$ cat src/rtl/dsp_console_if.sv
// dsp_console_if: byte stream in, display-cell writes out.
//   in_data/in_attr/in_valid : character byte plus attribute, offered by the producer
//   in_ready                 : console can take a byte this cycle
//   addr                     : cell address {row[4:0], col[6:0]}
//   wr                       : one-cycle write strobe
//   data_out                 : {attribute, character}
// master = producer / display side, slave = console.
interface dsp_console_if;
  logic [7:0]  in_data;
  logic [7:0]  in_attr;
  logic        in_valid;
  logic        in_ready;
  logic [13:2] addr;
  logic        wr;
  logic [15:0] data_out;

  modport master (output in_data, in_attr, in_valid,
                  input  in_ready, addr, wr, data_out);
  modport slave  (input  in_data, in_attr, in_valid,
                  output in_ready, addr, wr, data_out);
endinterface

$ cat src/rtl/dsp_console.sv
// dsp_console: text console front end. Takes character bytes and turns them
// into registered writes into a ROWS x COLS cell display, handling CR, LF,
// BS and FF, and blanking rows on scroll and the whole screen on FF/reset.
//   clk   : single clock, rising edge
//   reset : asynchronous, active low
//   bus   : dsp_console_if.slave (byte stream in, cell writes out)
module dsp_console #(
  parameter int          ROWS     = 30,
  parameter int          COLS     = 80,
  parameter logic [7:0]  CLR_ATTR = 8'h07
) (
  input  logic         clk,
  input  logic         reset,
  dsp_console_if.slave bus
);

  localparam logic [1:0] S_CLEAR_ALL = 2'd0;
  localparam logic [1:0] S_IDLE      = 2'd1;
  localparam logic [1:0] S_CLEAR_ROW = 2'd2;

  localparam logic [4:0]  LAST_ROW = 5'(ROWS - 1);
  localparam logic [6:0]  LAST_COL = 7'(COLS - 1);
  localparam logic [15:0] BLANK    = {CLR_ATTR, 8'h20};

  logic [1:0] state;
  logic [4:0] row, clr_row, next_row;
  logic [6:0] col, clr_col;
  logic       accept;

  assign bus.in_ready = (state == S_IDLE);
  assign accept       = bus.in_valid && bus.in_ready;
  assign next_row     = (row == LAST_ROW) ? 5'd0 : row + 5'd1;

  // clr_col always returns to 0 when a clear pass finishes, so CLEAR_ROW
  // can start directly from it.
  always_ff @(posedge clk or negedge reset) begin
    if (!reset) begin
      state        <= S_CLEAR_ALL;
      row          <= '0;
      col          <= '0;
      clr_row      <= '0;
      clr_col      <= '0;
      bus.wr       <= 1'b0;
      bus.addr     <= '0;
      bus.data_out <= '0;
    end else begin
      bus.wr <= 1'b0;
      case (state)
        S_CLEAR_ALL: begin
          bus.wr       <= 1'b1;
          bus.addr     <= {clr_row, clr_col};
          bus.data_out <= BLANK;
          if (clr_col == LAST_COL) begin
            clr_col <= '0;
            if (clr_row == LAST_ROW) begin
              clr_row <= '0;
              state   <= S_IDLE;
            end else begin
              clr_row <= clr_row + 5'd1;
            end
          end else begin
            clr_col <= clr_col + 7'd1;
          end
        end

        S_CLEAR_ROW: begin
          bus.wr       <= 1'b1;
          bus.addr     <= {row, clr_col};
          bus.data_out <= BLANK;
          if (clr_col == LAST_COL) begin
            clr_col <= '0;
            state   <= S_IDLE;
          end else begin
            clr_col <= clr_col + 7'd1;
          end
        end

        S_IDLE: begin
          if (accept) begin
            if (bus.in_data >= 8'h20) begin
              // Character write goes out now; a wrap-induced row clear
              // starts on the following cycle.
              bus.wr       <= 1'b1;
              bus.addr     <= {row, col};
              bus.data_out <= {bus.in_attr, bus.in_data};
              if (col == LAST_COL) begin
                col   <= '0;
                row   <= next_row;
                state <= S_CLEAR_ROW;
              end else begin
                col <= col + 7'd1;
              end
            end else begin
              case (bus.in_data)
                8'h0D: col <= '0;
                8'h08: if (col != 7'd0) col <= col - 7'd1;
                8'h0A: begin
                  col   <= '0;
                  row   <= next_row;
                  state <= S_CLEAR_ROW;
                end
                8'h0C: begin
                  row     <= '0;
                  col     <= '0;
                  clr_row <= '0;
                  clr_col <= '0;
                  state   <= S_CLEAR_ALL;
                end
                default: ;  // other control codes are swallowed
              endcase
            end
          end
        end

        default: state <= S_IDLE;
      endcase
    end
  end

endmodule

$ cat src/flat_wrapper.sv
// flat-port wrapper written by rule: the top's interface ports become plain ports
module dsp_console_flat 
#(
  parameter int          ROWS     = 30,
  parameter int          COLS     = 80,
  parameter logic [7:0]  CLR_ATTR = 8'h07
)
  (clk, reset, bus_in_data, bus_in_attr, bus_in_valid, bus_in_ready, bus_addr, bus_wr, bus_data_out);
  dsp_console_if bus_i ();
  input  logic clk;
  input  logic reset;
  input wire logic [$bits(bus_i.in_data)-1:0] bus_in_data;
  input wire logic [$bits(bus_i.in_attr)-1:0] bus_in_attr;
  input wire logic [$bits(bus_i.in_valid)-1:0] bus_in_valid;
  output wire logic [$bits(bus_i.in_ready)-1:0] bus_in_ready;
  output wire logic [$bits(bus_i.addr)-1:0] bus_addr;
  output wire logic [$bits(bus_i.wr)-1:0] bus_wr;
  output wire logic [$bits(bus_i.data_out)-1:0] bus_data_out;
  assign bus_i.in_data = bus_in_data;
  assign bus_i.in_attr = bus_in_attr;
  assign bus_i.in_valid = bus_in_valid;
  assign bus_in_ready = bus_i.in_ready;
  assign bus_addr = bus_i.addr;
  assign bus_wr = bus_i.wr;
  assign bus_data_out = bus_i.data_out;
  dsp_console #(.ROWS(ROWS), .COLS(COLS), .CLR_ATTR(CLR_ATTR)) u_core (.clk(clk), .reset(reset), .bus(bus_i));
endmodule
$ cat config.mk
export PLATFORM = sky130hd
export DESIGN_NAME = dsp_console_flat
export DESIGN_NICKNAME = d
export VERILOG_FILES = /design/src/rtl/dsp_console_if.sv /design/src/rtl/dsp_console.sv /design/src/flat_wrapper.sv
export SDC_FILE = /design/constraint.sdc
export NUM_CORES = 1
export LEC_CHECK = 0
export ABC_AREA = 1
export BUFFER_PORTS_ARGS = -buffer_cell sky130_fd_sc_hd__buf_2
export CORE_UTILIZATION = 49
export DETAILED_ROUTE_END_ITERATION = 12
export GPL_ROUTABILITY_DRIVEN = 0
export PLACE_DENSITY_LB_ADDON = 0.25
export RECOVER_POWER = 50
export SYNTH_ARGS = -nofsm -noshare
export SYNTH_HDL_FRONTEND = slang
export SYNTH_SLANG_ARGS = --single-unit
$ cat constraint.sdc
create_clock -name clk -period 5.15 [get_ports clk]
set_clock_uncertainty 0.2 [all_clocks]
set_input_delay 0.7725 -clock clk [delete_from_list [all_inputs] [get_ports clk]]
set_output_delay 0.7725 -clock clk [all_outputs]
set_load 0.05 [all_outputs]
-- Word level (Yosys, flattened, before mapping)
Cells that the tools add are included.
- add/sub/neg operators: 5
- magnitude comparators: 1
- eq/ne operators: 21
- multiplexer cells: 36
- reductions and logical operators: 17
- operator list (cell ; count):
    7-bit two-way mux ; 7
    5-bit two-way mux ; 8
    12-bit one-hot mux with 3 select lines ; 1
    8-bit by 4-bit equality test with 1-bit output (second input constant) ; 4
    16-bit two-way mux ; 2
    16-bit one-hot mux with 2 select lines ; 1
    7-bit one-hot mux with 2 select lines ; 2
    12-bit two-way mux ; 2
    5-bit one-hot mux with 2 select lines ; 2
    7-bit by 1-bit adder with 7-bit output (second input constant) ; 2
    7-bit equality test (second input constant) ; 2
    2-bit two-way mux ; 6
    4-bit AND reduction ; 3
    5-bit by 1-bit adder with 5-bit output (second input constant) ; 2
    5-bit equality test (second input constant) ; 2
    2-bit inequality test (second input constant) ; 5
    3-bit nonzero test ; 3
    8-bit by 6-bit greater-or-equal comparator with 1-bit output (second input constant) ; 1
    7-bit nonzero test ; 1
    7-bit by 1-bit subtractor with 7-bit output (second input constant) ; 1
    2-bit by 1-bit inequality test with 1-bit output (second input constant) ; 3
    2-bit one-hot mux with 3 select lines ; 1
    3-bit AND reduction ; 2
    6-bit AND reduction ; 1
    other kinds (14) ; 16
- register bits after elaboration: 55
- input port bits: 19
- output and inout bits: 30
- word-level logic and storage cells: 88

-- Depth between registers and ports, before layout
Gate-level depths: netlist of the first run.
- word-level depth: 5
- gate-level depth with buffers: 12
- gate-level depth less buffers: 11

-- Worst setup path before layout of the first run
Ideal clock, no wire load.
- path kind: register -> register
- from: register u_core.state[1]
- to: register u_core.bus.data_out[11]
- library setup time: 0.066 ns
- data arrival time: 1.893 ns
- required time: 4.884 ns
- slack: 2.992 ns
- stages on the path, launching flop included: 13
- buffers on the path: 2
- clock period less this slack: 2.158 ns
- path through: dfrtp_1 > inv_1 > ha_1 > buf_4 > inv_4 > nor2_1 > inv_2 > nand2_2 > a21oi_4 > inv_2 > buf_4 > nand2_1 > nand2_1
- word-level cells in the longest chain between the ends: 4
- elaborated cells on any way between the ends: 10
- classes of those cells: 4 x eq/ne; 1 x mux; 5 x reduce/logical
- ends and longest elaborated chain (what ; line ; RTL):
    start, declared ; dsp_console.sv:25 ; logic [1:0] state;
    start signal, assigned ; dsp_console.sv:38 ; state <= S_CLEAR_ALL;
    start signal, assigned ; dsp_console.sv:57 ; state <= S_IDLE;
    start signal, assigned ; dsp_console.sv:72 ; state <= S_IDLE;
    2-bit by 1-bit equality test with 1-bit output * ; dsp_console.sv:30 ; assign bus.in_ready = (state == S_IDLE);
    net bus_in_ready ; flat_wrapper.sv:15 ; output wire logic [$bits(bus_i.in_ready)-1:0] bus_in_ready;
    1-bit logical AND ; dsp_console.sv:31 ; assign accept = bus.in_valid && bus.in_ready;
    2-bit inequality test (no source line) ; n/a ;
    3-bit AND reduction (no source line) ; n/a ;
    end signal, assigned ; dsp_console.sv:85 ; bus.data_out <= {bus.in_attr, bus.in_data};
    end, declared ; dsp_console_if.sv:20 ; output in_ready, addr, wr, data_out);
The timed path passes the listed nets; every way through them passes the cells marked *.
A chain may end at the register's enable or synchronous reset.

==> qor.yml, run 1 <==
detailed_routing:
  wl_per_cell_um: 13.3
  vias_per_cell: 5.20
  vias: 2907
  wl_um: 7430
  dr.pass1.iters: 8
  drt-initial-drc-count: 149
  drc: 6
  ant_nets: 0
yosys:
  syn_nets: 468
  synth_top_cells_by_area: "dfrtp_1 42%, nand2_1 18%, nand3_1 5.2%"
  ys.flop_type: "dfrtp_1"
  synth_top_area_cell: "dfrtp_1"
  yosysUniqueCellTypes: 33
  synth_cells: 438
  synth_top_area_share_pct: 41.9
  syn_area_per_cell_um2: 7.50
  yosys-top-cells-count: "158 x nand2_1, 55 x dfrtp_1, 34 x inv_1, 34 x nand3_1, 32 x nor2_1"
  synthArstFlopShare_pct: 100
  synth_edf_count: 0
  ys_seq_elements: 55
  netlist_area_um2: 3290
  yosys.cell_count.top_type: "nand2_1"
  ys_seq_area_share_pct: 41.9
  ys_warn_count: 0
timing:
  maxSlewViolCount: 56
  period_share_pct: 65.0
  tightest_slew_ps: 2920
  rsz0062_at_grt: "no"
  timing.slew.headroom_pct: -94.5
  clock.fmax_ghz: 0.299
  hold_violations: 0
  finalSetupViolCount: 0
  fin_crit_ps: 3350
  setup_tns_ps: 0
floorplan:
  ioPinCount: 49
  core_area_um2: 6420
  die-area_um2: 7040
  die_h_um: 83.9
  start_util_pct: 51.2
  die_w_um: 83.9
  placementRows: 29
critical_path:
  crit_arrival_ps: 2940
  cp-end-kind: "async pin"
  critPathSlowestCell: "clkbuf_1"
  path_buf_inv: 2
  cp-start-kind: "primary input"
  worstPathRequired_ps: 4750
  critPathMaxFanout: 55
  worstPathCellList: "buf_2, clkbuf_1"
  cp_slowest_stage_delay_ps: 2040
  crit_family: "buffers and inverters"
  critPathKind: "in2async"
place:
  placed_area_um2: 3540
  port_buffers: 48
  hpwl_um: 5520
  placedCellCount: 551
clocking:
  cts_buffer_depth: 2
  ctsHoldBuffers: 0
  post-cts-setup-buffers: 0
  htree_levels: 2
  cts_tree: "built"
  clkTransAtPathRegs_ps: 100
  cts-root-buf: "clkbuf_8"
  cts_resized: 0
  cts_num_sinks: 55
  clk-insertion-delay-late_ps: 310
  cts_buffers: 5
power:
  total_power_w: 0.000705
  power.density_nw_per_um2: 196
  p_leak_nw: 1.85
  ir_worst_vdd_mv: 0.122
layout:
  fin_area_um2: 3600
  antenna_cells: 0
  syn_to_final_growth_pct: 9.63
  fin_cells: 559
  drive_gt1_share_pct: 15.4
  nets: 511
run_status:
  violations: "design-rule violations, max-capacitance violations, max-slew violations"
  status: "complete, but fails checks"
global_routing:
  overflow: 0
  grt_pass1_vias: 2690
  grt_max_degree: 56
  grt.total_usage_pct: 22.5
  antenna_found_initial: 0
  grt_pass1_wl_um: 12700
run:
  drv_cap: 1
hold_path:
  min_path_type: "reg2reg"
==> tightest hold or removal path, stage by stage, from the launching register on <==
cell	delay (ps)
dfrtp_1	350
nand2_1	50
nand2_1	50
==> cells in the final DEF, fill, tap and decap left out, types with 5 or more instances in the layout <==
cell type / netlist / final
nand3_1: 34 / 34
o22ai_1: 7 / 7
nand4_1: 9 / 9
nand2_1: 158 / 158
clkbuf_1: 2 / 17
xor2_1: 11 / 11
o21ai_0: 10 / 10
dfrtp_1: 55 / 55
ha_1: 11 / 11
nor2_1: 32 / 32
inv_2: 8 / 8
inv_1: 34 / 34
o21ai_1: 15 / 15
nand2_2: 8 / 8
buf_2: 3 / 33
clkbuf_8: 0 / 5
nor3_1: 5 / 5
==> stage by stage <==
stage / hold WS [ps] / setup slack, ps / util [%]
2_1_floorplan: 249 / 2990 / -
3_3_place_gp: 258 / 2490 / 55.1
3_5_place_dp: 260 / 2410 / 55.1
4_1_cts: 286 / 2300 / 56.5
5_1_grt: 298 / 1090 / 56.1
6_report: 284 / 1800 / 56.1
==> flip-flops by register name, indices dropped and copies added (netlist names) <==
| register | cells |
|---|---|
| u_core.state | 2 |
| u_core.row | 5 |
| u_core.bus.data_out | 16 |
| u_core.bus.wr | 1 |
| u_core.col | 7 |
| u_core.clr_row | 5 |
| u_core.bus.addr | 12 |
| u_core.clr_col | 7 |
==> worst paths after layout <==
| path | slack, ps | cells past startpoint | start | end |
|---|---|---|---|---|
| min | 280 | 2 | u_core.bus.addr[4]$_DFFE_PN0P_ | u_core.bus.addr[4]$_DFFE_PN0P_ |
| min in group asynchronous | 1280 | 2 | reset | u_core.row[2]$_DFFE_PN0P_ |
| max reg2reg | 2340 | 9 | u_core.state[1]$_DFFE_PN0P_ | u_core.bus.data_out[3]$_DFFE_PN0P_ |
| max in group clk | 2290 | 3 | u_core.state[1]$_DFFE_PN0P_ | bus_in_ready |
| max | 1800 | 2 | reset | u_core.bus.addr[8]$_DFFE_PN0P_ |
| min reg2reg | 280 | 2 | u_core.bus.addr[4]$_DFFE_PN0P_ | u_core.bus.addr[4]$_DFFE_PN0P_ |
==> area by class of cell <==
class,count,area [um^2]
multi-input cells,327,1650
flip-flops and latches,55,1380
clock buffers,6,72.6
clock inverters,2,16.3
inverters,43,164
well taps,77,96.3
fillers,620,2820
repair buffers,49,225
==> logic make-up after synthesis <==
logic type                 synth area share (%)
xor gates and xnor gates                   2.93
and+or+nand+nor                            34.9
buffers and inverters                      7.84
DFF                                        41.9
adders and majority gates                  4.19
AOI/OAI and AO/OA                          8.26
==> power by group <==
part           internal (W)  total [W]  switching [W]
registers          0.000432   0.000432              0
logic            0.00000868  0.0000294      0.0000207
clock network     0.0000981   0.000244       0.000146
==> per-layer routing <==
metal | vias up | wire length [um] | GRT usage, %
met5 | - | 0 | 0
met4 | 0 | 131 | 7.37
met3 | 13 | 321 | 3.66
met2 | 70 | 3590 | 37.0
met1 | 1344 | 3390 | 30.2
li1 | 1480 | - | -
Note: power is estimated with default switching activity, not from simulation.
==> inputs of run 2 (changes only) <==
--- a/config.mk
+++ b/config.mk
@@ -5,7 +5,7 @@
 export SDC_FILE = /design/constraint.sdc
 export NUM_CORES = 1
 export LEC_CHECK = 0
-export ABC_AREA = 1
+export ABC_AREA = 0
 export BUFFER_PORTS_ARGS = -buffer_cell sky130_fd_sc_hd__buf_2
 export CORE_UTILIZATION = 49
 export DETAILED_ROUTE_END_ITERATION = 12
==> constraint.sdc (replaced) <==
create_clock -name clk -period 3.2 [get_ports clk]
set_clock_uncertainty 0.2 [all_clocks]
set_input_delay 0.48 -clock clk [delete_from_list [all_inputs] [get_ports clk]]
set_output_delay 0.48 -clock clk [all_outputs]
set_load 0.05 [all_outputs]
==> qor.yml, run 2 <==
place:
  dp_slack_ps: 593  # -1810 ps
  port_buffers: 48  # unchanged
  placedCellCount: 460  # -17%
  hpwl_um: 5220  # -5.5%
yosys:
  ys.flop_type: "dfrtp_1"
  synth_top_area_cell: "dfrtp_1"
  syn_nets: 379  # -19%
  yosys.cell_count.top_type: "dfrtp_1"
  syn_area_per_cell_um2: 8.73  # +16%
  synthArstFlopShare_pct: 100  # unchanged
  ys_seq_area_share_pct: 45.2  # +3.3 points
  ys_seq_elements: 55  # unchanged
  synth_cells: 349  # -20%
  yosysUniqueCellTypes: 52  # +58%
  ys_warn_count: 0  # unchanged
  synth_top_cells_by_area: "dfrtp_1 45%, nand2_1 6.0%, nor2_1 5.3%"
  synth_top_area_share_pct: 45.2  # +3.3 points
  netlist_area_um2: 3050  # -7.3%
  synth_edf_count: 0  # unchanged
  yosys-top-cells-count: "55 x dfrtp_1, 49 x nand2_1, 43 x nor2_1"
layout:
  fin_cells: 468  # -16%
  largest_reg_flops: 16  # unchanged
  nets: 422  # -17%
  reg_top3: "u_core.bus.data_out (16), u_core.bus.addr (12)"
  final_cell_mix: "55 x dfrtp_1, 49 x nand2_1, 43 x nor2_1, 33 x buf_2, 32 x o21ai_0"
  drive_gt1_share_pct: 14.2  # -1.1 points
  seq_area_um2: 1380  # unchanged
  largest_register: "u_core.bus.data_out"
  nFillCells: 569  # -8.2%
  syn_to_final_growth_pct: 12.2
  antenna_cells: 0  # unchanged
  multi_input_area_um2: 1530  # -7.5%
  final_common_cell: "dfrtp_1"
timing:
  tightest_slew_ps: 971  # -1950 ps
  finalSetupViolCount: 0  # unchanged
  timing.slew.headroom_pct: 35.3  # +130 points
  period_share_pct: 75.9
  setup_ws_ps: 771  # -1030 ps
  hold_violations: 0  # unchanged
  clock.fmax_ghz: 0.412
  setup_tns_ps: 0  # unchanged
  rsz0062_at_grt: "no"
  maxSlewViolCount: 0  # -100%
  fin_crit_ps: 2430
clocking:
  htree_levels: 2  # unchanged
  clk-insertion-delay-late_ps: 300  # about the same
  ctsHoldBuffers: 0  # unchanged
  post-cts-setup-buffers: 0  # unchanged
  cts_num_sinks: 55  # unchanged
  cts-root-buf: "clkbuf_8"
  cts_buffer_depth: 2  # unchanged
  cts_buffers: 5  # unchanged
  clkTransAtPathRegs_ps: 100  # about the same
  cts_resized: 0  # unchanged
  cts_tree: "built"
run_status:
  status: "finished, final reports clean"
global_routing:
  antenna_found_initial: 0  # unchanged
  grt_pass1_wl_um: 11500  # -9.5%
  grt.total_usage_pct: 22.3  # -0.20 points
  grt_pass1_vias: 2426  # -9.8%
  grt_max_degree: 45  # -20%
  overflow: 0  # unchanged
floorplan:
  die_w_um: 80.9  # -3.6%
  die-area_um2: 6540  # -7.1%
  placementRows: 28  # -3.4%
  ioPinCount: 49  # unchanged
  start_util_pct: 51.2  # about the same
  core_area_um2: 5960  # -7.3%
  die_h_um: 80.9  # -3.6%
critical_path:
  cp-start-kind: "register"
  crit_family: "buffers and inverters"
  path_buf_inv: 3  # +1
  crit_arrival_ps: 1750  # -1190 ps
  worstPathRequired_ps: 2520  # -2230 ps
  worstPathCellList: "inv_1, ha_1, buf_4, buf_2"
  critPathSlowestCell: "dfrtp_1"
  cp-end-kind: "output pin"
  critPathKind: "reg2out"
  cp_slowest_stage_delay_ps: 450  # -1590 ps
  critPathMaxFanout: 11  # -80%
power:
  total_power_w: 0.00370  # +420%
  power.density_nw_per_um2: 1080  # +450%
  p_leak_nw: 1.56  # -15%
  ir_worst_vdd_mv: 0.570  # +370%
detailed_routing:
  dr.pass1.iters: 4  # -4
  vias: 2665  # -8.3%
  ant_nets: 0  # unchanged
  drc: 0  # -6
  drt-initial-drc-count: 201  # +35%
  vias_per_cell: 5.69  # +9.5%
  wl_um: 7080  # -4.8%
  wl_per_cell_um: 15.1  # +14%
run:
  drv_cap: 0  # -1
hold_path:
  min_path_type: "in2async"
[run 2: cell count changes after synthesis, moves of 8 or more]
cell      before  now
nand2_2        8    0
nand2_1      158   49
o21ai_1       15    2
inv_2          8    0
inv_1         34   14
a221oi_1       0   12
o21ai_0       10   32
nand3_1       34   14
nor2_1        32   43
xor2_1        11    0
[run 2: cell families after synthesis]
logic type / after synthesis / synth area share (%)
adder cells (fa/ha/maj): 11 / 4.52
flip-flops: 55 / 45.2
AND/OR/NAND/NOR: 150 / 22.6
XOR/XNOR: 1 / 0.288
buffers and inverters: 33 / 4.64
AO/OA/AOI/OAI: 97 / 21.9
multiplexers: 2 / 0.821
[run 2: metrics by stage]
step	utilization [%]	instance area (um^2)	hold WS (ps)
final	57.4	3420	130
after global routing	57.4	3420	199
after CTS	57.8	3440	162
after detailed placement	56.2	3340	251
after global placement	56.2	3340	246
after floorplan	-	3050	-15.6
[run 2: final timing paths]
check / end / slack (ps) / startpoint / cells after the start
setup / recovery: bus_in_ready / 770 / u_core.state[1]$_DFFE_PN0P_ / 4
hold / removal: u_core.bus.addr[2]$_DFFE_PN0P_ / 130 / reset / 1
setup reg to reg: u_core.col[0]$_DFFE_PN0P_ / 830 / u_core.col[4]$_DFFE_PN0P_ / 4
hold reg to reg: u_core.bus.data_out[9]$_DFFE_PN0P_ / 270 / u_core.bus.data_out[9]$_DFFE_PN0P_ / 2
max in group asynchronous: u_core.bus.addr[3]$_DFFE_PN0P_ / 1820 / reset / 2
min in group clk: u_core.bus.data_out[9]$_DFFE_PN0P_ / 200 / bus_in_attr[1] / 3
[run 2: final cells by class]
type	instances	area share (%)
clock buffer	8	2.93
inverter	14	1.54
sequential	55	40.3
timing repair buffer	55	7.80
multi-input combinational	261	44.7
tap	75	2.75
[run 2: report_power, final]
part           total, W  leakage (nW)  switching (W)  internal [W]
clock          0.000416        0.0515       0.000218      0.000198
sequential      0.00127         0.690       0.000287      0.000978
combinational   0.00202         0.821        0.00144      0.000582
total           0.00370          1.56        0.00194       0.00176
[run 2: metal layers]
metal | wire length (um) | global-route usage (%)
met5 | 0 | 0
met4 | 26 | 4.64
met3 | 247 | 3.26
met2 | 3470 | 36.3
met1 | 3340 | 31.4
==> inputs of run 3 (changes only) <==
==> constraint.sdc (replaced) <==
create_clock -name clk -period 2.36 [get_ports clk]
set_clock_uncertainty 0.2 [all_clocks]
set_input_delay 0.354 -clock clk [delete_from_list [all_inputs] [get_ports clk]]
set_output_delay 0.354 -clock clk [all_outputs]
set_load 0.05 [all_outputs]
==> qor.yml, run 3 (synthesis results as in run 2) <==
floorplan:
  ioPinCount: 49  # unchanged
  die_w_um: 80.9  # unchanged
  die_h_um: 80.9  # unchanged
  placementRows: 28  # unchanged
  die-area_um2: 6540  # unchanged
  core_area_um2: 5960  # unchanged
  start_util_pct: 51.2  # unchanged
detailed_routing:
  drt-initial-drc-count: 182  # -9.5%
  vias_per_cell: 5.72  # +0.36%
  wl_per_cell_um: 14.8  # -2.4%
  wl_um: 6990  # -1.2%
  ant_nets: 0  # unchanged
  dr.pass1.iters: 4  # unchanged
  vias: 2709  # +1.7%
  drc: 0  # unchanged
clocking:
  clk-insertion-delay-late_ps: 310  # about the same
  cts_tree: "built"
  post-cts-setup-buffers: 0  # unchanged
  htree_levels: 2  # unchanged
  cts_buffers: 5  # unchanged
  cts_num_sinks: 55  # unchanged
  cts-root-buf: "clkbuf_8"
  clkTransAtPathRegs_ps: 100  # about the same
  cts_buffer_depth: 2  # unchanged
global_routing:
  grt_max_degree: 56  # +24%
  grt.total_usage_pct: 22.2  # -0.035 points
  antenna_found_initial: 0  # unchanged
  grt_pass1_vias: 2370  # -2.3%
  grt_pass1_wl_um: 11300  # -1.4%
  overflow: 0  # unchanged
layout:
  antenna_cells: 0  # unchanged
  largest_register: "u_core.bus.data_out"
  nets: 428  # +1.4%
  nFillCells: 568  # -0.18%
  final_common_cell: "dfrtp_1"
  largest_reg_flops: 16  # unchanged
  syn_to_final_growth_pct: 14.1
  final_cell_mix: "54 x dfrtp_1, 49 x nand2_1, 43 x nor2_1, 32 x o21ai_0, 28 x buf_2"
  drive_gt1_share_pct: 15.3  # +1.0 points
  fin_cells: 474  # +1.3%
  reg_top3: "u_core.bus.data_out (16), u_core.bus.addr (12)"
critical_path:
  worstPathRequired_ps: 2370  # -150 ps
  crit_family: "compound AO/OA/AOI/OAI gates"
  path_buf_inv: 1  # -2
  cp-end-kind: "register"
  critPathMaxFanout: 7  # -4
  critPathSlowestCell: "dfrtp_2"
  crit_arrival_ps: 2240  # +490 ps
  cp_slowest_stage_delay_ps: 450  # about the same
  critPathKind: "reg2reg"
  worstPathCellList: "inv_1, ha_1, nor3b_2, a2111o_1, a21oi_1, nor2_1, a31o_2"
  cp-start-kind: "register"
power:
  total_power_w: 0.00506  # +37%
  power_frac_seq_pct: 32.9  # -1.3 points
  p_switching_w: 0.00264  # +36%
  clock_power_share_pct: 11.3  # about the same
  p_leak_nw: 1.58  # +1.3%
  ir_worst_vdd_mv: 0.760  # +33%
  power.density_nw_per_um2: 1450  # +34%
  switching_share_pct: 52.1  # -0.33 points
  p_int_w: 0.00242  # +38%
  comb_power_share_pct: 55.8  # +1.3 points
timing:
  setup_tns_ps: 0  # unchanged
  hold_violations: 0  # unchanged
  fin_crit_ps: 2220
  period_share_pct: 94.3
  maxSlewViolCount: 0  # unchanged
  timing.slew.headroom_pct: 54.1  # +19 points
  tightest_slew_ps: 688  # -283 ps
  clock.fmax_ghz: 0.450
  rsz0062_at_grt: "no"
  finalSetupViolCount: 0  # unchanged
run_status:
  status: "finished, final reports clean"
place:
  hpwl_um: 5160  # -1.1%
  port_buffers: 48  # unchanged
  placedCellCount: 465  # +1.1%
run:
  drv_cap: 0  # unchanged
hold_path:
  min_path_type: "in2reg"
[run 3: tightest hold or removal path, delay by kind of cell]
kind            cells  cell delay [ps]
buf+inv             1               70
compound gates      1               60
simple gates        1               60
[run 3: layer usage]
layer / track usage, % / vias up / wire length [um]
li1: - / 1348 / -
met1: 30.9 / 1283 / 3260
met2: 35.1 / 70 / 3400
met3: 4.38 / 8 / 272
met4: 6.25 / 0 / 64
met5: 0 / - / 0
[run 3: per-stage QoR]
step	instance area, um^2	setup WS (ps)	util (%)	hold slack, ps
after CTS	3490	71.0	58.7	51.2
after global placement	3380	85.7	56.8	244
after global routing	3480	3.20	58.4	61.1
after detailed placement	3380	63.9	56.8	251
after floorplan	3050	83.6	-	-142
final	3480	135	58.4	56.9
[run 3: worst paths after layout]
path,from,slack [ps],to,depth (start not counted)
setup / recovery,u_core.col[1]$_DFFE_PN0P_,140,u_core.col[0]$_DFFE_PN0P_,7
hold / removal,bus_in_attr[2],60,u_core.bus.data_out[10]$_DFFE_PN0P_,3
setup reg to reg,u_core.col[1]$_DFFE_PN0P_,140,u_core.col[0]$_DFFE_PN0P_,7
hold reg to reg,u_core.bus.data_out[8]$_DFFE_PN0P_,270,u_core.bus.data_out[8]$_DFFE_PN0P_,2
max in group asynchronous,reset,970,u_core.col[1]$_DFFE_PN0P_,3
min in group asynchronous,reset,490,u_core.bus.addr[9]$_DFFE_PN0P_,3
[run 3: cell type report]
| cell class | count | area [um^2] | share of cell area (%) |
|---|---|---|---|
| Clock buffer | 8 | 100 | 2.88 |
| Inverter | 14 | 52.6 | 1.51 |
| Timing Repair Buffer | 61 | 315 | 9.07 |
| Tap cell | 75 | 93.8 | 2.70 |
| Sequential cell | 55 | 1380 | 39.6 |
| Multi-Input combinational cell | 261 | 1540 | 44.2 |
[run 3: what timing repair did]
item	CTS	global route
hold buffers	1	0
setup endpoints to repair	0	8
endpoints found under the hold margin	53	0
resized for setup	0	3
[run 3: power by group through the flow]
stage | logic, W | clock network [W] | registers [W]
global route | 0.00309 | 0.000621 | 0.00172
CTS | 0.00287 | 0.000589 | 0.00165
global placement | 0.00282 | 0 | 0.00165
floorplan | 0.00143 | 0 | 0.00240
finish | 0.00282 | 0.000572 | 0.00166
detailed placement | 0.00287 | 0 | 0.00166
